--- src/rtl/find_top_bottom_if.sv ---
// find_top_bottom_if: launch handshake, image RAM read port and result bus of the column scanner
interface find_top_bottom_if #(
   parameter int xSz    = 6,
   parameter int ySz    = 6,
   parameter int addrSz = 12,
   parameter int colSz  = 3
);
   logic              start;
   logic [xSz-1:0]    seed_x;
   logic [ySz-1:0]    seed_y;
   logic              busy;
   logic [addrSz-1:0] mem_address;
   logic [colSz-1:0]  pix_val;
   logic [ySz-1:0]    mostTop;
   logic [ySz-1:0]    mostBottom;
   logic [xSz-1:0]    midPix;
   logic              TopandBottomFound;
   modport master (
      output start, seed_x, seed_y, pix_val,
      input  busy, mem_address, mostTop, mostBottom, midPix, TopandBottomFound
   );
   modport slave (
      input  start, seed_x, seed_y, pix_val,
      output busy, mem_address, mostTop, mostBottom, midPix, TopandBottomFound
   );
endinterface

--- src/rtl/find_top_bottom.sv ---
// find_top_bottom: walks the seed column up then down to find the shape's top and bottom rows
module find_top_bottom #(
   parameter int xSz          = 6,
   parameter int ySz          = 6,
   parameter int addrSz       = 12,
   parameter int colSz        = 3,
   parameter int x_resolution = 60,
   parameter int y_resolution = 60,
   parameter logic [colSz-1:0] THRESHOLD = '0
) (
   input logic clk,
   input logic reset,
   find_top_bottom_if.slave bus
);
   localparam logic [xSz-1:0] X_MAX = xSz'(x_resolution - 1);
   localparam logic [ySz-1:0] Y_MAX = ySz'(y_resolution - 1);
   typedef enum logic [2:0] {IDLE, UP_RD, UP_CHK, DN_RD, DN_CHK, FOUND} state_t;
   state_t         r_state, w_state;
   logic [xSz-1:0] r_x, w_x, r_mid, w_mid;
   logic [ySz-1:0] r_y, w_y, r_seed_y, w_seed_y, r_top, w_top, r_bot, w_bot;
   logic           w_fg;
   assign w_fg                  = bus.pix_val != THRESHOLD;
   assign bus.busy              = r_state != IDLE;
   assign bus.TopandBottomFound = r_state == FOUND;
   assign bus.mostTop           = r_top;
   assign bus.mostBottom        = r_bot;
   assign bus.midPix            = r_mid;
   assign bus.mem_address       = addrSz'({r_y, 5'b0}) + addrSz'({r_y, 4'b0}) + addrSz'({r_y, 3'b0})
                                + addrSz'({r_y, 2'b0}) + addrSz'(r_x);
   // next state and register updates; the row limits are tested before y steps so it never wraps
   always_comb begin
      w_state  = r_state;
      w_x      = r_x;
      w_y      = r_y;
      w_seed_y = r_seed_y;
      w_top    = r_top;
      w_bot    = r_bot;
      w_mid    = r_mid;
      case (r_state)
         IDLE: if (bus.start && bus.seed_x <= X_MAX && bus.seed_y <= Y_MAX) begin
            w_x      = bus.seed_x;
            w_mid    = bus.seed_x;
            w_y      = bus.seed_y;
            w_seed_y = bus.seed_y;
            w_top    = bus.seed_y;
            w_bot    = bus.seed_y;
            w_state  = UP_RD;
         end
         UP_RD:  w_state = UP_CHK;
         UP_CHK: begin
            if (w_fg) w_top = r_y;
            if (w_fg && r_y != '0) begin
               w_y     = r_y - 1'b1;
               w_state = UP_RD;
            end else if (!w_fg && r_y == r_seed_y) w_state = FOUND;
            else if (r_seed_y == Y_MAX) w_state = FOUND;
            else begin
               w_y     = r_seed_y + 1'b1;
               w_state = DN_RD;
            end
         end
         DN_RD:  w_state = DN_CHK;
         DN_CHK: begin
            if (w_fg) w_bot = r_y;
            if (w_fg && r_y != Y_MAX) begin
               w_y     = r_y + 1'b1;
               w_state = DN_RD;
            end else w_state = FOUND;
         end
         default: w_state = IDLE;
      endcase
   end
   // state and datapath registers, cleared asynchronously so a reset aborts a scan at once
   always_ff @(posedge clk or posedge reset) begin
      if (reset) begin
         r_state  <= IDLE;
         r_x      <= '0;
         r_y      <= '0;
         r_seed_y <= '0;
         r_top    <= '0;
         r_bot    <= '0;
         r_mid    <= '0;
      end else begin
         r_state  <= w_state;
         r_x      <= w_x;
         r_y      <= w_y;
         r_seed_y <= w_seed_y;
         r_top    <= w_top;
         r_bot    <= w_bot;
         r_mid    <= w_mid;
      end
   end
endmodule

--- src/flat_wrapper.sv ---
// flat-port wrapper written by rule: the top's interface ports become plain ports
module find_top_bottom_flat 
#(
   parameter int xSz          = 6,
   parameter int ySz          = 6,
   parameter int addrSz       = 12,
   parameter int colSz        = 3,
   parameter int x_resolution = 60,
   parameter int y_resolution = 60,
   parameter logic [colSz-1:0] THRESHOLD = '0
)
  (clk, reset, bus_start, bus_seed_x, bus_seed_y, bus_pix_val, bus_busy, bus_mem_address, bus_mostTop, bus_mostBottom, bus_midPix, bus_TopandBottomFound);
  find_top_bottom_if #(.xSz(xSz), .ySz(ySz), .addrSz(addrSz), .colSz(colSz)) bus_i ();
  input logic clk;
  input logic reset;
  input wire logic [$bits(bus_i.start)-1:0] bus_start;
  input wire logic [$bits(bus_i.seed_x)-1:0] bus_seed_x;
  input wire logic [$bits(bus_i.seed_y)-1:0] bus_seed_y;
  input wire logic [$bits(bus_i.pix_val)-1:0] bus_pix_val;
  output wire logic [$bits(bus_i.busy)-1:0] bus_busy;
  output wire logic [$bits(bus_i.mem_address)-1:0] bus_mem_address;
  output wire logic [$bits(bus_i.mostTop)-1:0] bus_mostTop;
  output wire logic [$bits(bus_i.mostBottom)-1:0] bus_mostBottom;
  output wire logic [$bits(bus_i.midPix)-1:0] bus_midPix;
  output wire logic [$bits(bus_i.TopandBottomFound)-1:0] bus_TopandBottomFound;
  assign bus_i.start = bus_start;
  assign bus_i.seed_x = bus_seed_x;
  assign bus_i.seed_y = bus_seed_y;
  assign bus_i.pix_val = bus_pix_val;
  assign bus_busy = bus_i.busy;
  assign bus_mem_address = bus_i.mem_address;
  assign bus_mostTop = bus_i.mostTop;
  assign bus_mostBottom = bus_i.mostBottom;
  assign bus_midPix = bus_i.midPix;
  assign bus_TopandBottomFound = bus_i.TopandBottomFound;
  find_top_bottom #(.xSz(xSz), .ySz(ySz), .addrSz(addrSz), .colSz(colSz), .x_resolution(x_resolution), .y_resolution(y_resolution), .THRESHOLD(THRESHOLD)) u_core (.clk(clk), .reset(reset), .bus(bus_i));
endmodule
--- config.mk ---
export PLATFORM = sky130hd
export DESIGN_NAME = find_top_bottom_flat
export DESIGN_NICKNAME = d
export VERILOG_FILES = /design/src/rtl/find_top_bottom_if.sv /design/src/rtl/find_top_bottom.sv /design/src/flat_wrapper.sv
export SDC_FILE = /design/constraint.sdc
export NUM_CORES = 1
export LEC_CHECK = 0
export ABC_AREA = 1
export CORE_MARGIN = 2
export CORE_UTILIZATION = 43
export DETAILED_ROUTE_END_ITERATION = 7
export PLACE_DENSITY_LB_ADDON = 0.25
export RECOVER_POWER = 50
export SLEW_MARGIN = 30
export SYNTH_ARGS = -nofsm -noshare
export SYNTH_HDL_FRONTEND = slang
export SYNTH_SLANG_ARGS = --single-unit
export TNS_END_PERCENT = 10
--- constraint.sdc ---
create_clock -name clk -period 9.65 [get_ports clk]
set_clock_uncertainty 0.15 [all_clocks]
set_input_delay 1.4475 -clock clk [delete_from_list [all_inputs] [get_ports clk]]
set_output_delay 1.4475 -clock clk [all_outputs]
set_load 0.01 [all_outputs]
==> out/qor.yml <==
hold_path_startpoint: "u_core.r_x[0]"
die_area_mm2: 0.00762
cp_max_fo: 10
finalCritPeriodShare_pct: 63.6
path_clk_slew_ps: 70
relSlewSlack_pct: -24.5
dp_hpwl_um: 6100
worstSetupEndpointType: "output port"
finalHoldViolations: 0
wl_um: 7940
synth.yosys.seq_area_share_pct: 27.7
start_kind: "register"
hp-class: "reg2reg"
violations: "max-capacitance violations, max-slew violations"
cts_resized: 0
globalplace.congestion: 0.954
fillers: 688
fin_crit_ps: 6140
status: "finished, violations left"
tightest_slew_ps: 1870
cts_htree_levels: 2
cts_tree: "yes"
holdBufCountCts: 0
numCtsBuffers: 5
overflow: 0
drive_gt1_share_pct: 10.1
fmax_ghz: 0.163
finalSetupViolations: 0
synth_area_leaders: "dfrtp_1 28%, nand2_1 16%, ha_1 13%"
synth_edf_count: 0
synth_most_common_cell: "nand2_1"
yosys.area.top_type: "dfrtp_1"
die_y_um: 87.3
required_ps: 8050
placementRows: 30
dr.pass1.iters: 4
reg2reg_depth: 10
syn_area_per_cell_um2: 7.73
finalSetupTns_ps: 0
r2r-start: "u_core.r_y[4]"
drcViolationCount: 0
rsz0062_at_grt: "no"
multi_input_area_mm2: 0.00190
clk_latency_ps: 290
portBuffers: 49
worstPathArrival_ps: 4540
netlist_instances: 386
finalMaxSlewViolations: 34
synth_flop_cell: "dfrtp_1"
cts.path.max_buffers: 2
rr_endpoint: "u_core.r_y[5]"
root_buffer: "clkbuf_8"
ys_warn_count: 0
seq_area_um2: 826
start_util_pct: 44.2
antenna_found_initial: 0
cts.sinks: 33
insertedDiodeCount: 0
syn_to_final_growth_pct: 20.2
die_w_um: 87.3
postCtsSetupRepairBufs: 0
ys_types: 33
synth_area_mm2: 0.00299
syn_nets: 448
top_level_ports: 50
grt_pass1_vias: 2601
hold-path-cell-count: 2
core_mm2: 0.00676
async_flop_share_pct: 100
synth_seq_cells: 33
via_per_inst: 5.13
ant_nets: 0
drt_iter0_markers: 146
worstSetupPathType: "reg2out"
grt_pass1_wl_um: 13100
wl_per_cell_um: 15.4
grtUsageTotal_pct: 22.5
synth_top_area_share_pct: 27.7
rrSetupSlack_ps: 6940
cap_violations: 1
nNetsFinal: 497
grt_max_degree: 34
synth_commonest_cells: "124 x nand2_1, 41 x inv_1, 33 x dfrtp_1, 32 x ha_1, 28 x nand3_1"
num_vias: 2646
hold_path_end: "u_core.r_x[0]"
==> final cells by class <==
class | count | share of cell area (%)
clock buffers | 5 | 1.92
clock inverters | 3 | 0.488
inverters | 48 | 5.19
multi-input cells | 297 | 52.8
flip-flops and latches | 33 | 23.0
well taps | 80 | 2.79
repair buffers | 50 | 13.8
==> cells in the final DEF, fill, tap and decap left out, types with 12 or more instances in the layout <==
cell type,count
clkdlybuf4s50_1,39
dfrtp_1,33
fa_1,12
ha_1,32
inv_1,41
nand2_1,125
nand3_1,29
nor2_1,19
o21ai_0,15
==> per-layer routing <==
layer / global-route usage, % / vias to the layer above / share of wire, %
met2: 34.0 / 82 / 44
met1: 31.0 / 1236 / 47
met5: 0 / - / 0
li1: - / 1310 / -
met4: 10.2 / 0 / 3.5
met3: 4.45 / 18 / 5.2
==> registers in the layout (all words and copies together), names as in the netlist <==
signal and flops:
u_core.r_y 6, u_core.r_state 3, u_core.bus.mostBottom 6, u_core.bus.mostTop 6
u_core.r_seed_y 6, u_core.r_x 6
==> worst max-delay path, stage by stage, from the launching register on <==
cell and delay [ps]:
dfrtp_1 580, inv_1 250, fa_1 530, inv_1 70
fa_1 480, inv_1 50, fa_1 440, inv_1 60
ha_1 160, inv_1 50, fa_1 400, o21ai_0 290
nand2_1 80, nand2_1 70, a21oi_1 70, inv_1 50
nand2_1 40, nand2_1 50, clkdlybuf4s50_1 520
==> metrics by stage <==
step                util [%]  hold slack [ps]  area, um^2  setup WS, ps  instances
CTS                     53.4              361        3610          3470        516
detailed placement      52.1              344        3520          3800        508
global route            53.1              393        3590          3220        516
finish                  53.1              359        3590          3510        516
global placement        52.1              332        3520          3900        508
floorplan                  -              385        2990          4590        386
==> worst max-delay path by stage <==
stage	start	endpoint	slack (ps)	cells past startpoint
after global routing	u_core.r_y[2]	bus_mem_address[11]	3220	18
after floorplan	u_core.r_y[2]	bus_mem_address[11]	4590	17
after CTS	u_core.r_y[2]	bus_mem_address[11]	3470	18
after detailed placement	u_core.r_y[2]	bus_mem_address[11]	3800	18
final	u_core.r_y[2]	bus_mem_address[11]	3510	18
after global placement	u_core.r_y[2]	bus_mem_address[11]	3900	18
==> cells by family after synthesis <==
family | count (synthesis) | share of synthesized area, %
xor gates and xnor gates | 10 | 2.93
buffers and inverters | 56 | 8.30
and+or+nand+nor | 200 | 30.6
adders and majority gates | 44 | 21.5
AOI/OAI and AO/OA | 43 | 9.09
DFF | 33 | 27.7
Power is not shown: default switching activity piles up to over one toggle a cycle in this logic, so the estimate is an artifact.
